===== src/rtl/instr_control_4bit_pkg.sv =====
// instr_control_4bit_pkg
//   Shared definitions for the 4-bit datapath instruction controller:
//   opcode constants, ALU function encodings, FSM state encoding and
//   instruction field bit positions.
package instr_control_4bit_pkg;

    // Instruction field positions: [7:6] opcode, [5:4] D, [3:2] A, [1:0] B
    localparam int unsigned OpMsb    = 7;
    localparam int unsigned OpLsb    = 6;
    localparam int unsigned DAddrMsb = 5;
    localparam int unsigned DAddrLsb = 4;
    localparam int unsigned ASelMsb  = 3;
    localparam int unsigned ASelLsb  = 2;
    localparam int unsigned BSelMsb  = 1;
    localparam int unsigned BSelLsb  = 0;

    // Execute-cycle counter holds EXEC_CYCLES-1, at most 7
    localparam int unsigned CntWidth = 3;

    typedef enum logic [1:0] {
        OpMov = 2'b00,
        OpAdd = 2'b01,
        OpSub = 2'b10,
        OpNop = 2'b11
    } opcode_e;

    typedef enum logic [1:0] {
        FuncPassA  = 2'b00,
        FuncAdd    = 2'b01,
        FuncSub    = 2'b10,
        FuncUnused = 2'b11
    } func_e;

    typedef enum logic [1:0] {
        StIdle    = 2'b00,
        StExecute = 2'b01,
        StWrite   = 2'b10
    } state_e;

endpackage


===== src/rtl/opcode_decode_4bit.sv =====
// opcode_decode_4bit
//   Combinational opcode decoder: maps a 2-bit opcode to the ALU function
//   select and a flag saying whether the instruction writes the register file.
// Ports:
//   opcode_i       [1:0]  instruction opcode
//   func_select_o  [1:0]  ALU operation select
//   write_en_o            1 for MOV/ADD/SUB, 0 for NOP
module opcode_decode_4bit
    import instr_control_4bit_pkg::*;
(
    input  logic [1:0] opcode_i,
    output logic [1:0] func_select_o,
    output logic       write_en_o
);

    always_comb begin
        func_select_o = FuncPassA;
        write_en_o    = 1'b0;
        unique case (opcode_i)
            OpMov: begin
                func_select_o = FuncPassA;
                write_en_o    = 1'b1;
            end
            OpAdd: begin
                func_select_o = FuncAdd;
                write_en_o    = 1'b1;
            end
            OpSub: begin
                func_select_o = FuncSub;
                write_en_o    = 1'b1;
            end
            OpNop: begin
                func_select_o = FuncPassA;
                write_en_o    = 1'b0;
            end
            default: begin
                func_select_o = FuncPassA;
                write_en_o    = 1'b0;
            end
        endcase
    end

endmodule


===== src/rtl/instr_control_4bit.sv =====
// instr_control_4bit
//   Instruction sequencer for a 4-register datapath. Accepts one instruction
//   per valid/ready handshake, holds it for EXEC_CYCLES cycles while the ALU
//   settles, then pulses load_enable for one cycle to write the result back.
//   NOP is accepted but leaves the controller idle and all outputs unchanged.
// Parameters:
//   EXEC_CYCLES  number of EXECUTE cycles, 1..8
// Ports:
//   clk, rst              clock, synchronous active-high reset
//   instr_valid, instr    upstream instruction offer ([7:6] op, [5:4] D, [3:2] A, [1:0] B)
//   instr_ready           high only when idle and not in reset
//   A_select, B_select    register-file read selects (registered)
//   D_address             register-file write address (registered)
//   load_enable           register-file write strobe (one cycle, in WRITE)
//   func_select           ALU operation (registered)
//   busy                  inverse of instr_ready
// Optional feature (macro STATUS_FLAGS_EN):
//   alu_carry, alu_zero   ALU status inputs
//   flag_c, flag_z        status flags captured at the end of WRITE for ADD/SUB
module instr_control_4bit
    import instr_control_4bit_pkg::*;
#(
    parameter int unsigned EXEC_CYCLES = 1
) (
    input  logic       clk,
    input  logic       rst,
    input  logic       instr_valid,
    input  logic [7:0] instr,
    output logic       instr_ready,
    output logic [1:0] A_select,
    output logic [1:0] B_select,
    output logic [1:0] D_address,
    output logic       load_enable,
    output logic [1:0] func_select,
    output logic       busy
`ifdef STATUS_FLAGS_EN
    ,
    input  logic       alu_carry,
    input  logic       alu_zero,
    output logic       flag_c,
    output logic       flag_z
`endif
);

    localparam logic [CntWidth-1:0] CntLoad = CntWidth'(EXEC_CYCLES - 1);

    state_e              state_q;
    logic [CntWidth-1:0] cnt_q;
    logic [7:0]          ir_q;
    logic [7:0]          ir_d;
    logic                transfer;
    logic [1:0]          dec_func;
    logic                dec_write_en;

    assign instr_ready = (state_q == StIdle) && !rst;
    assign busy        = ~instr_ready;
    assign transfer    = instr_valid && instr_ready;

    // IR next value; outputs are decoded from it so they are valid in the
    // very first EXECUTE cycle.
    always_comb begin
        ir_d = ir_q;
        if (transfer) begin
            ir_d = instr;
        end
    end

    opcode_decode_4bit u_decode (
        .opcode_i      (ir_d[OpMsb:OpLsb]),
        .func_select_o (dec_func),
        .write_en_o    (dec_write_en)
    );

    always_ff @(posedge clk) begin
        if (rst) begin
            state_q     <= StIdle;
            cnt_q       <= '0;
            ir_q        <= '0;
            A_select    <= '0;
            B_select    <= '0;
            D_address   <= '0;
            func_select <= FuncPassA;
            load_enable <= 1'b0;
        end else begin
            ir_q <= ir_d;
            unique case (state_q)
                StIdle: begin
                    // NOP (dec_write_en low) stays idle and keeps the old selects
                    if (transfer && dec_write_en) begin
                        state_q     <= StExecute;
                        cnt_q       <= CntLoad;
                        A_select    <= ir_d[ASelMsb:ASelLsb];
                        B_select    <= ir_d[BSelMsb:BSelLsb];
                        D_address   <= ir_d[DAddrMsb:DAddrLsb];
                        func_select <= dec_func;
                    end
                end
                StExecute: begin
                    if (cnt_q == '0) begin
                        state_q     <= StWrite;
                        load_enable <= 1'b1;
                    end else begin
                        cnt_q <= cnt_q - CntWidth'(1);
                    end
                end
                StWrite: begin
                    state_q     <= StIdle;
                    load_enable <= 1'b0;
                end
                default: begin
                    state_q     <= StIdle;
                    load_enable <= 1'b0;
                end
            endcase
        end
    end

`ifdef STATUS_FLAGS_EN
    // IR cannot change outside IDLE, so ir_q still holds the in-flight opcode.
    always_ff @(posedge clk) begin
        if (rst) begin
            flag_c <= 1'b0;
            flag_z <= 1'b0;
        end else if (state_q == StWrite &&
                     (ir_q[OpMsb:OpLsb] == OpAdd || ir_q[OpMsb:OpLsb] == OpSub)) begin
            flag_c <= alu_carry;
            flag_z <= alu_zero;
        end
    end
`endif

endmodule

===== config.mk =====
export PLATFORM = sky130hd
export DESIGN_NAME = instr_control_4bit
export DESIGN_NICKNAME = d
export VERILOG_FILES = /design/src/rtl/instr_control_4bit_pkg.sv /design/src/rtl/opcode_decode_4bit.sv /design/src/rtl/instr_control_4bit.sv
export SDC_FILE = /design/constraint.sdc
export NUM_CORES = 1
export LEC_CHECK = 0
export CORE_MARGIN = 4
export CORE_UTILIZATION = 42
export CTS_CLUSTER_DIAMETER = 50
export DETAILED_ROUTE_END_ITERATION = 7
export PLACE_DENSITY = 0.83
export SLEW_MARGIN = 0
export SYNTH_ARGS = -nofsm -noshare
export SYNTH_HDL_FRONTEND = slang
export SYNTH_SLANG_ARGS = --single-unit

===== constraint.sdc =====
create_clock -name clk -period 1.81 [get_ports clk]
set_input_delay 0.2715 -clock clk [delete_from_list [all_inputs] [get_ports clk]]
set_output_delay 0.2715 -clock clk [all_outputs]
set_load 0.1 [all_outputs]

== Word level (Yosys, flattened, before mapping) ==
Cells that the tools add are included.

* Flip-flop bits (word level): 22
* Bits in latches: 0
* RAM bits: 0
* Bits in read-only memories: 0
* Input port bits: 11
* Output and inout port bits: 11
* Logic and storage cells: 43
* Memories: 0

* $add $sub $neg: 1
* Multipliers: 0
* Div/mod/pow operators: 0
* Order comparisons: 0
* Eq/ne operators: 7
* Shift-type cells: 0
* Muxes and demuxes: 11
* Bitwise gates (word level): 2
* Reduce and logical (&&, ||, !) cells: 14

{| class="wikitable"
|+ Operator list
! operator !! number
|-
| $mux W8 || 1
|-
| $mux W3 || 2
|-
| $pmux W2 S3 || 1
|-
| $pmux W3 S2 || 1
|-
| $reduce_and A2 Y1 || 3
|-
| $eq A2 B1 Y1 const B || 2
|-
| $eq A2 B2 Y1 const B || 2
|-
| $logic_not A2 Y1 || 2
|-
| $mux W2 || 2
|-
| $ne A2 B2 Y1 const B || 2
|-
| $pmux W1 S2 || 2
|-
| $pmux W2 S2 || 1
|-
| $logic_and A1 B1 Y1 || 3
|-
| $logic_not A3 Y1 || 1
|-
| $reduce_and A3 Y1 || 1
|-
| $reduce_or A3 Y1 || 1
|-
| $sub A3 B1 Y3 const B || 1
|-
| $ne A2 B1 Y1 const B || 1
|-
| $not A1 Y1 || 2
|-
| $reduce_bool A2 Y1 || 1
|-
| $reduce_or A2 Y1 || 1
|-
| $logic_not A1 Y1 || 1
|-
| $mux W1 || 1
|}

== Longest topological paths before layout ==
Gate-level depths: netlist (run 1).

* Depth after elaboration: 10
* Mapped depth: 5
* Mapped depth without buffers: 5

== Cells and area by module ==
Synthesis (run 1) repeated with hierarchy kept, for this count alone.

* Cells, all modules: 67
* Area, all modules: 706.9 um^2

{| class="wikitable"
|+ By module, submodules not included
! module !! instances !! cells each !! area each (um^2) !! seq. area each (um^2)
|-
| instr_control_4bit || 1 || 64 || 688.2 || 320.3
|-
| opcode_decode_4bit || 1 || 3 || 18.8 || 0.0
|}

== Worst setup path after synthesis (run 1) ==
No wires, ideal clock.

* Kind: input-to-output
* From: input port rst
* To: output port busy
* Data arrival time: 3.946 ns
* Required time: 1.539 ns
* Path slack: -2.408 ns
* Stages: 4
* Buffers on the path: 2
* Cells stage by stage: buf_2 buf_1 nor3_1 inv_1

* Cells in the longest elaborated chain, start to end: 3

{| class="wikitable"
|+ RTL lines
! element !! RTL line !! text
|-
| start, declared || instr_control_4bit.sv:26 || <nowiki>input logic rst,</nowiki>
|-
| $logic_not A1 Y1 || instr_control_4bit.sv:55 || <nowiki>assign instr_ready = (state_q == StIdle) && !rst;</nowiki>
|-
| $logic_and A1 B1 Y1 || instr_control_4bit.sv:55 ||
|-
| via instr_ready || instr_control_4bit.sv:29 || <nowiki>output logic instr_ready,</nowiki>
|-
| $not A1 Y1 || instr_control_4bit.sv:56 || <nowiki>assign busy = ~instr_ready;</nowiki>
|-
| end, declared || instr_control_4bit.sv:35 || <nowiki>output logic busy</nowiki>
|}

The timed path passes the listed nets, and every way through them passes these cells.

== Final worst setup path (run 1) ==
* From: input port rst
* To: output port busy

* Cells in the longest elaborated chain, start to end: 3

{| class="wikitable"
|+ RTL lines
! element !! RTL line
|-
| $logic_not A1 Y1 || instr_control_4bit.sv:55
|-
| $logic_and A1 B1 Y1 || instr_control_4bit.sv:55
|-
| $not A1 Y1 || instr_control_4bit.sv:56
|}

Every way passes these cells.

==> summary.txt, run 1 <==
Run status
  – Status: completed

Yosys
  – Mapped Cells: 71
  – Combinational family with the most area after synthesis: compound AO/OA/AOI/OAI gates
  – Post-synth cell types: 29
  – Post-Synth Adder-Cell Area: under 10%
  – Synth Area in Simple Gates: between 10% and 20%
  – Syn Std Cell Area: between 600 and 700 sq um
  – Post-synthesis mux area share: 0%
  – Syn avg cell area: around 9.4 sq um
  – XOR/XNOR share of the synthesized area: 0%
  – #FFs+latches synth: 14
  – Sequential share of the synthesized area: between 40% and 50%
  – Synth warnings: 0
  – Syn Nets: between 80 and 90
  – Compound-Gate Fraction of Synth Area: 25.0%

Route
  – DRC violations left: 0
  – Met3 WL: approximately 95 microns
  – DRT Wirelength: approximately 1500 microns
  – Via count: between 600 and 700
  – Wirelength per Cell: between 10 and 15 microns
  – DRT Pass-1 Iters: 4
  – Post-route ant nets: 0
  – Top layer in use: met4
  – Initial drt markers: 10
  – Vias per inst: 5.72
  – M1 WL: about 640 microns
  – Met2 wire len: 704 microns

STA
  – Final period util: 95.4%
  – Achievable frequency: 579 MHz
  – Crit path time final: 1.73 ns
  – Worst slew pin tran: 0.463 ns
  – Setup Total Neg Slack: 0 ns
  – Slew HR: 69.1%
  – Final Hold Vio Count: 0
  – RSZ-0062 raised after global routing: false
  – Setup violations, final: 0
  – Max Slew Vio Count: 0
  – Worst Skew: about 0.005 ns

Clock network
  – CTS HTree Levels: 1
  – Clk sink count: 14
  – CTS tree: done
  – Post-CTS Setup Inserts: 0
  – Root Buffer: clkbuf_4
  – Inserted Clock Buffers: 3
  – Clk slew on worst S/H paths: around 0.080 ns
  – CTS max path bufs: 2
  – CTS Hold Bufs: 0
  – Clk Latency, worst-skew pair: 0.28 ns
  – Post-CTS sizing: 0

Setup path
  – Worst path slowest cell: clkdlybuf4s50_1
  – Critical Path, Cell by Cell: clkdlybuf4s50_1 -> buf_4 -> nor3_4 -> inv_1 -> buf_12
  – Startpoint types: input port
  – Crit Path Max Fanout: 11
  – Worst Setup SP: rst
  – Worst path bufs/invs: 4
  – Worst Setup End Kind: primary output
  – Delay-heaviest family, CP: buffers and inverters
  – Reg2reg start: state_q[1]
  – Crit path arrival time: between 1 and 1.5 ns
  – CP Class: input port to primary output
  – CP max stage delay: around 0.5 ns
  – Required @ worst endpoint: roughly 1.5 ns

Floorplan
  – Effective utilization at floorplan: approximately 44%
  – Die Width: 47.8 microns
  – Ports: 22
  – DIE AREA: about 2300 sq um
  – CORE AREA: between 1500 and 2000 sq um
  – Die height: roughly 48 microns
  – # rows: 14

Power
  – Worst vdd ir: between 0.4 and 0.5 mV
  – Overall power: 797 uW
  – Pleak: approximately 0.00036 uW
  – PwrDens: approximately 860 nW/um^2

Cells and area
  – Final net count: between 100 and 150
  – Filler cells: approximately 120
  – Post-layout util: roughly three fifths
  – Layout cells sized above 1: around a quarter
  – Number of diodes: 0
  – Area Overhead vs Synth: 39.5%

GRT
  – Initial antenna violation count: 0
  – Vias in the first global route: between 500 and 600
  – Total global routing overflow: 0
  – GRT Util Overall: between 10 and 15%
  – First-pass GRT wire length: between 2000 and 2500 microns
  – Largest net degree at the start of global routing: 15

Job
  – Max-cap violations: 0

Placed design
  – Routability cong.: between 0.7 and 0.8
  – PortBufs: 21
  – DP HPWL: ~1100 microns

Worst hold path
  – Hold crit path type: flop to flop
  – Hold wc startpoint: cnt_q[1]
## Yosys cell counts
cell type / n / area (sq um)
dfxtp_1: 14 / 280
a21oi_1: 9 / 45.0
nand2_1: 7 / 26.3
a311oi_1: 6 / 52.6
inv_1: 5 / 18.8
nor3_1: 3 / 15.0
buf_4: 2 / 15.0
clkbuf_1: 2 / 7.51
ha_1: 2 / 25.0
nor2_1: 2 / 7.51
a21boi_1: 1 / 7.51
a2bb2oi_1: 1 / 8.76
a31o_1: 1 / 8.76
and2_0: 1 / 6.26
buf_1: 1 / 3.75
buf_2: 1 / 5.00
buf_6: 1 / 11.3
nand2b_1: 1 / 6.26
nand3b_1: 1 / 7.51
nor2b_1: 1 / 6.26
nor3b_1: 1 / 7.51
nor4_1: 1 / 6.26
nor4b_4: 1 / 23.8
o2111ai_2: 1 / 15.0
o221a_1: 1 / 11.3
o221ai_1: 1 / 8.76
o41ai_1: 1 / 8.76
or3_1: 1 / 6.26
or4b_4: 1 / 13.8
## final timing paths
path                                     end  slack [ns]  depth (start not counted)
worst max-delay path                    busy        0.08                          5
worst min-delay path                cnt_q[1]        0.50                          2
worst max register to register  D_address[0]        0.36                          4
worst min register to register      cnt_q[1]        0.50                          2
## layout by cell type, fill, tap and decap left out, drive strengths merged
master / n
a311oi: 6
a2bb2oi: 1
o2111ai: 1
o221ai: 1
a21oi: 9
dfxtp: 14
a31o: 1
nor2b: 1
buf: 15
a21boi: 1
nand2: 7
nor3b: 1
or4b: 1
clkbuf: 4
inv: 5
nor2: 2
nor4b: 1
nand3b: 1
nor3: 3
and2: 1
o41ai: 1
nand2b: 1
o221a: 1
or3: 1
clkdlybuf4s50: 10
ha: 2
nor4: 1
## routing by layer
metal,vias to the layer above,GRT usage [%]
li1,305,-
met1,297,17.4
met2,19,20.3
met3,2,4.51
met4,0,8.06
met5,-,0
## cells by family after synthesis
logic type / after synthesis
AO/OA/AOI/OAI: 22
AND/OR/NAND/NOR: 21
flip-flops: 14
buffers and inverters: 12
adder cells (fa/ha/maj): 2
## sequential cells by signal, indices dropped and copies added (netlist names)
| signal | flops |
|---|---|
| load_enable | 1 |
| D_address | 2 |
| A_select | 2 |
| cnt_q | 3 |
| B_select | 2 |
| state_q | 2 |
| func_select | 2 |
## worst register-to-register path: cells and delay by family (launching register included)
kind	cells	cell delay, ns
buffers and inverters	1	0.22
and+or+nand+nor	1	0.39
AOI/OAI and AO/OA	2	0.34
DFF	1	0.41
## stage by stage
step | cell area, sq um | std cells | hold WS, ns | worst slack, ns
after detailed placement | 892 | 105 | 0.488 | 0.0457
after global routing | 928 | 109 | 0.521 | 0.0160
after CTS | 928 | 109 | 0.502 | 0.0805
final | 928 | 109 | 0.502 | 0.0826
after floorplan | 677 | 71 | 0.431 | -0.576
after global placement | 892 | 105 | 0.477 | 0.0763
## area by class of cell
cell class                      count  area, sq um  area share (%)
Inverter                            5         18.8            2.02
Tap cell                           16         20.0            2.16
Multi-Input combinational cell     45          335            36.1
Clock buffer                        4         36.3            3.91
Timing Repair Buffer               25          238            25.6
Sequential cell                    14          280            30.2
## power breakdown
| group | internal (uW) | switching (uW) | leakage (uW) | total, uW |
|---|---|---|---|---|
| combinational | 74.8 | 164 | 0.000222 | 239 |
| clock | 123 | 104 | 0.0000210 | 226 |
| sequential | 322 | 10.0 | 0.000114 | 332 |
| total | 519 | 278 | 0.000357 | 797 |
No activity file was read; power rests on OpenSTA's default activity.
==> run 2, diff against run 1 <==
- CTS_CLUSTER_DIAMETER: 50 -> not set
==> results of run 2 <==
No change in the layout: final DEF, timing and power equal those of run 1.
==> run 3, diff against run 2 <==
- CORE_UTILIZATION: 42 -> 45
- PLACE_DENSITY: 0.83 -> 0.88
- clock period: 1.81 -> 2.19 ns (I/O delays scaled with it)
==> summary.txt, run 3 (synthesis gave the netlist of run 1 again) <==
Cells and area
  – Filler cells: 115 (-7.3%)
  – Finished Cell Area: 898 sq um (-3.2%)
  – Max FFs per register: 3 (unchanged)
  – Most frequent cells in the layout: 14 x dfxtp_1, 11 x buf_4, 10 x clkdlybuf4s50_1
  – Final net count: 105 (-1.9%)
  – Commonest non-fill, non-tap cell in the layout: dfxtp_1
  – Layout cells sized above 1: 22.2% (-2.5 points)
  – Area Overhead vs Synth: 35.0%
  – Number of diodes: 0 (unchanged)
  – Reg with most FFs: cnt_q
  – Post-layout util: 66.5% (+4.9 points)

Clock network
  – Clk sink count: 14 (unchanged)
  – CTS max path bufs: 2 (unchanged)
  – Clk slew on worst S/H paths: 0.08 ns (about the same)
  – Inserted Clock Buffers: 3 (unchanged)
  – CTS tree: done
  – Root Buffer: clkbuf_4
  – Post-CTS sizing: 0 (unchanged)
  – Clk Latency, worst-skew pair: 0.27 ns (about the same)
  – CTS HTree Levels: 1 (unchanged)
  – CTS Hold Bufs: 0 (unchanged)
  – Post-CTS Setup Inserts: 0 (unchanged)

Floorplan
  – Die Width: 46.5 microns (-2.8%)
  – DIE AREA: 2160 sq um (-5.6%)
  – CORE AREA: 1350 sq um (-10%)
  – # rows: 13 (-1)
  – Die height: 46.5 microns (-2.8%)
  – Ports: 22 (unchanged)
  – Effective utilization at floorplan: 49.3% (+5.1 points)

GRT
  – Total global routing overflow: 0 (unchanged)
  – First-pass GRT wire length: 2270 microns (+5.1%)
  – Vias in the first global route: 537 (+6.5%)
  – Initial antenna violation count: 0 (unchanged)
  – GRT Util Overall: 15.3% (+1.5 points)
  – Largest net degree at the start of global routing: 20 (+5)

Setup path
  – Crit path arrival time: 1.49 ns (+0.03 ns)
  – Worst Setup End Kind: primary output
  – FF-to-FF setup slack: 0.71 ns (+0.35 ns)
  – Reg2reg start: state_q[1]
  – Crit Path Max Fanout: 15 (+4)
  – CP Class: input port to primary output
  – Startpoint types: input port
  – FF-to-FF End: A_select[1]
  – R2r worst-path depth: 4 (unchanged)
  – Required @ worst endpoint: 1.86 ns (+0.32 ns)

Worst hold path
  – Hold Path End: cnt_q[1]
  – Hold-critical path depth: 2 (unchanged)
  – Hold crit path type: flop to flop
  – Hold wc startpoint: cnt_q[1]

STA
  – Final period util: 83.2%
  – Crit path time final: approximately 1.8 ns
  – Final WS setup: 0.369 ns (+0.286 ns)
  – Hold_ws: 0.490 ns (-0.0113 ns)
  – Slew HR: 70.2% (+1.1 points)
  – RSZ-0062 raised after global routing: false
  – Worst Skew: 0.00297 ns (-0.00204 ns)
  – Achievable frequency: roughly 550 MHz
  – Max Slew Vio Count: 0 (unchanged)
  – Worst slew pin tran: 0.446 ns (-0.0168 ns)
  – Setup violations, final: 0 (unchanged)
  – Final Hold Vio Count: 0 (unchanged)

Placed design
  – PortBufs: 21 (unchanged)
  – Worst slack, placed: 0.361 ns (+0.315 ns)
  – DP HPWL: 1050 microns (-6.5%)
  – Routability cong.: 0.780 (+8.6%)
  – Dpl cell area: 876 sq um (-1.8%)

Route
  – Via count: 582 (-6.6%)
  – Wirelength per Cell: 13.2 microns (-1.9%)
  – DRC violations left: 0 (unchanged)
  – Vias per inst: 5.54 (-3.0%)
  – Initial drt markers: 11 (+1)
  – DRT Wirelength: 1380 microns (-5.5%)
  – Post-route ant nets: 0 (unchanged)
  – DRT Pass-1 Iters: 4 (unchanged)

Power
  – Overall power: 609 uW (-24%)
  – Worst vdd ir: 0.339 mV (-17%)
  – Pleak: 0.000340 uW (-4.8%)
  – PwrDens: 677 nW/um^2 (-21%)

Run status
  – Status: completed

Job
  – Max-cap violations: 0 (unchanged)
-- run 3: cell types whose count changed in the layout (fill, tap and decap cells not counted) --
cell | before | now
buf_4 | 13 | 11
clkbuf_8 | 1 | 0
-- run 3: routing by layer --
metal / wire length [microns] / share of wire (%) / vias to the layer above / track usage, %
met3: 82 / 5.9 / 4 / 3.52
met4: 40 / 2.9 / 0 / 12.5
met2: 613 / 44 / 17 / 21.4
met1: 648 / 47 / 257 / 19.6
li1: - / - / 304 / -
met5: 0 / 0 / - / 0
-- run 3: metrics by stage --
| stage | cells | setup TNS (ns) |
|---|---|---|
| after floorplan | 71 | -0.310 |
| final | 105 | 0 |
| after global placement | 102 | 0 |
| after detailed placement | 102 | 0 |
| after CTS | 105 | 0 |
| after global routing | 105 | 0 |
-- run 3: cell type report --
class	instances	area (sq um)	area share [%]
clock buffers	3	22.5	2.51
inverters	5	18.8	2.09
multi-input cells	45	335	37.3
flip-flops and latches	14	280	31.2
well taps	15	18.8	2.09
repair buffers	23	223	24.8
-- run 3: where the power goes --
part	leakage, uW	switching (uW)	total [uW]	internal [uW]
registers	0.000114	8.58	275	266
clock network	0.0000138	77.2	141	63.7
logic	0.000212	134	193	59.2
-- run 3: critical path, cell delays in order --
cell,delay (ns)
clkdlybuf4s50_1,0.48
buf_4,0.23
nor3_4,0.17
inv_1,0.10
buf_12,0.17
-- run 3: worst max path at each step --
stage / from / end / slack [ns] / cells past startpoint
final: rst / busy / 0.37 / 5
after global routing: rst / busy / 0.30 / 5
after CTS: rst / busy / 0.35 / 5
after detailed placement: rst / busy / 0.36 / 5
after global placement: rst / busy / 0.39 / 5
after floorplan: rst / busy / -0.31 / 4
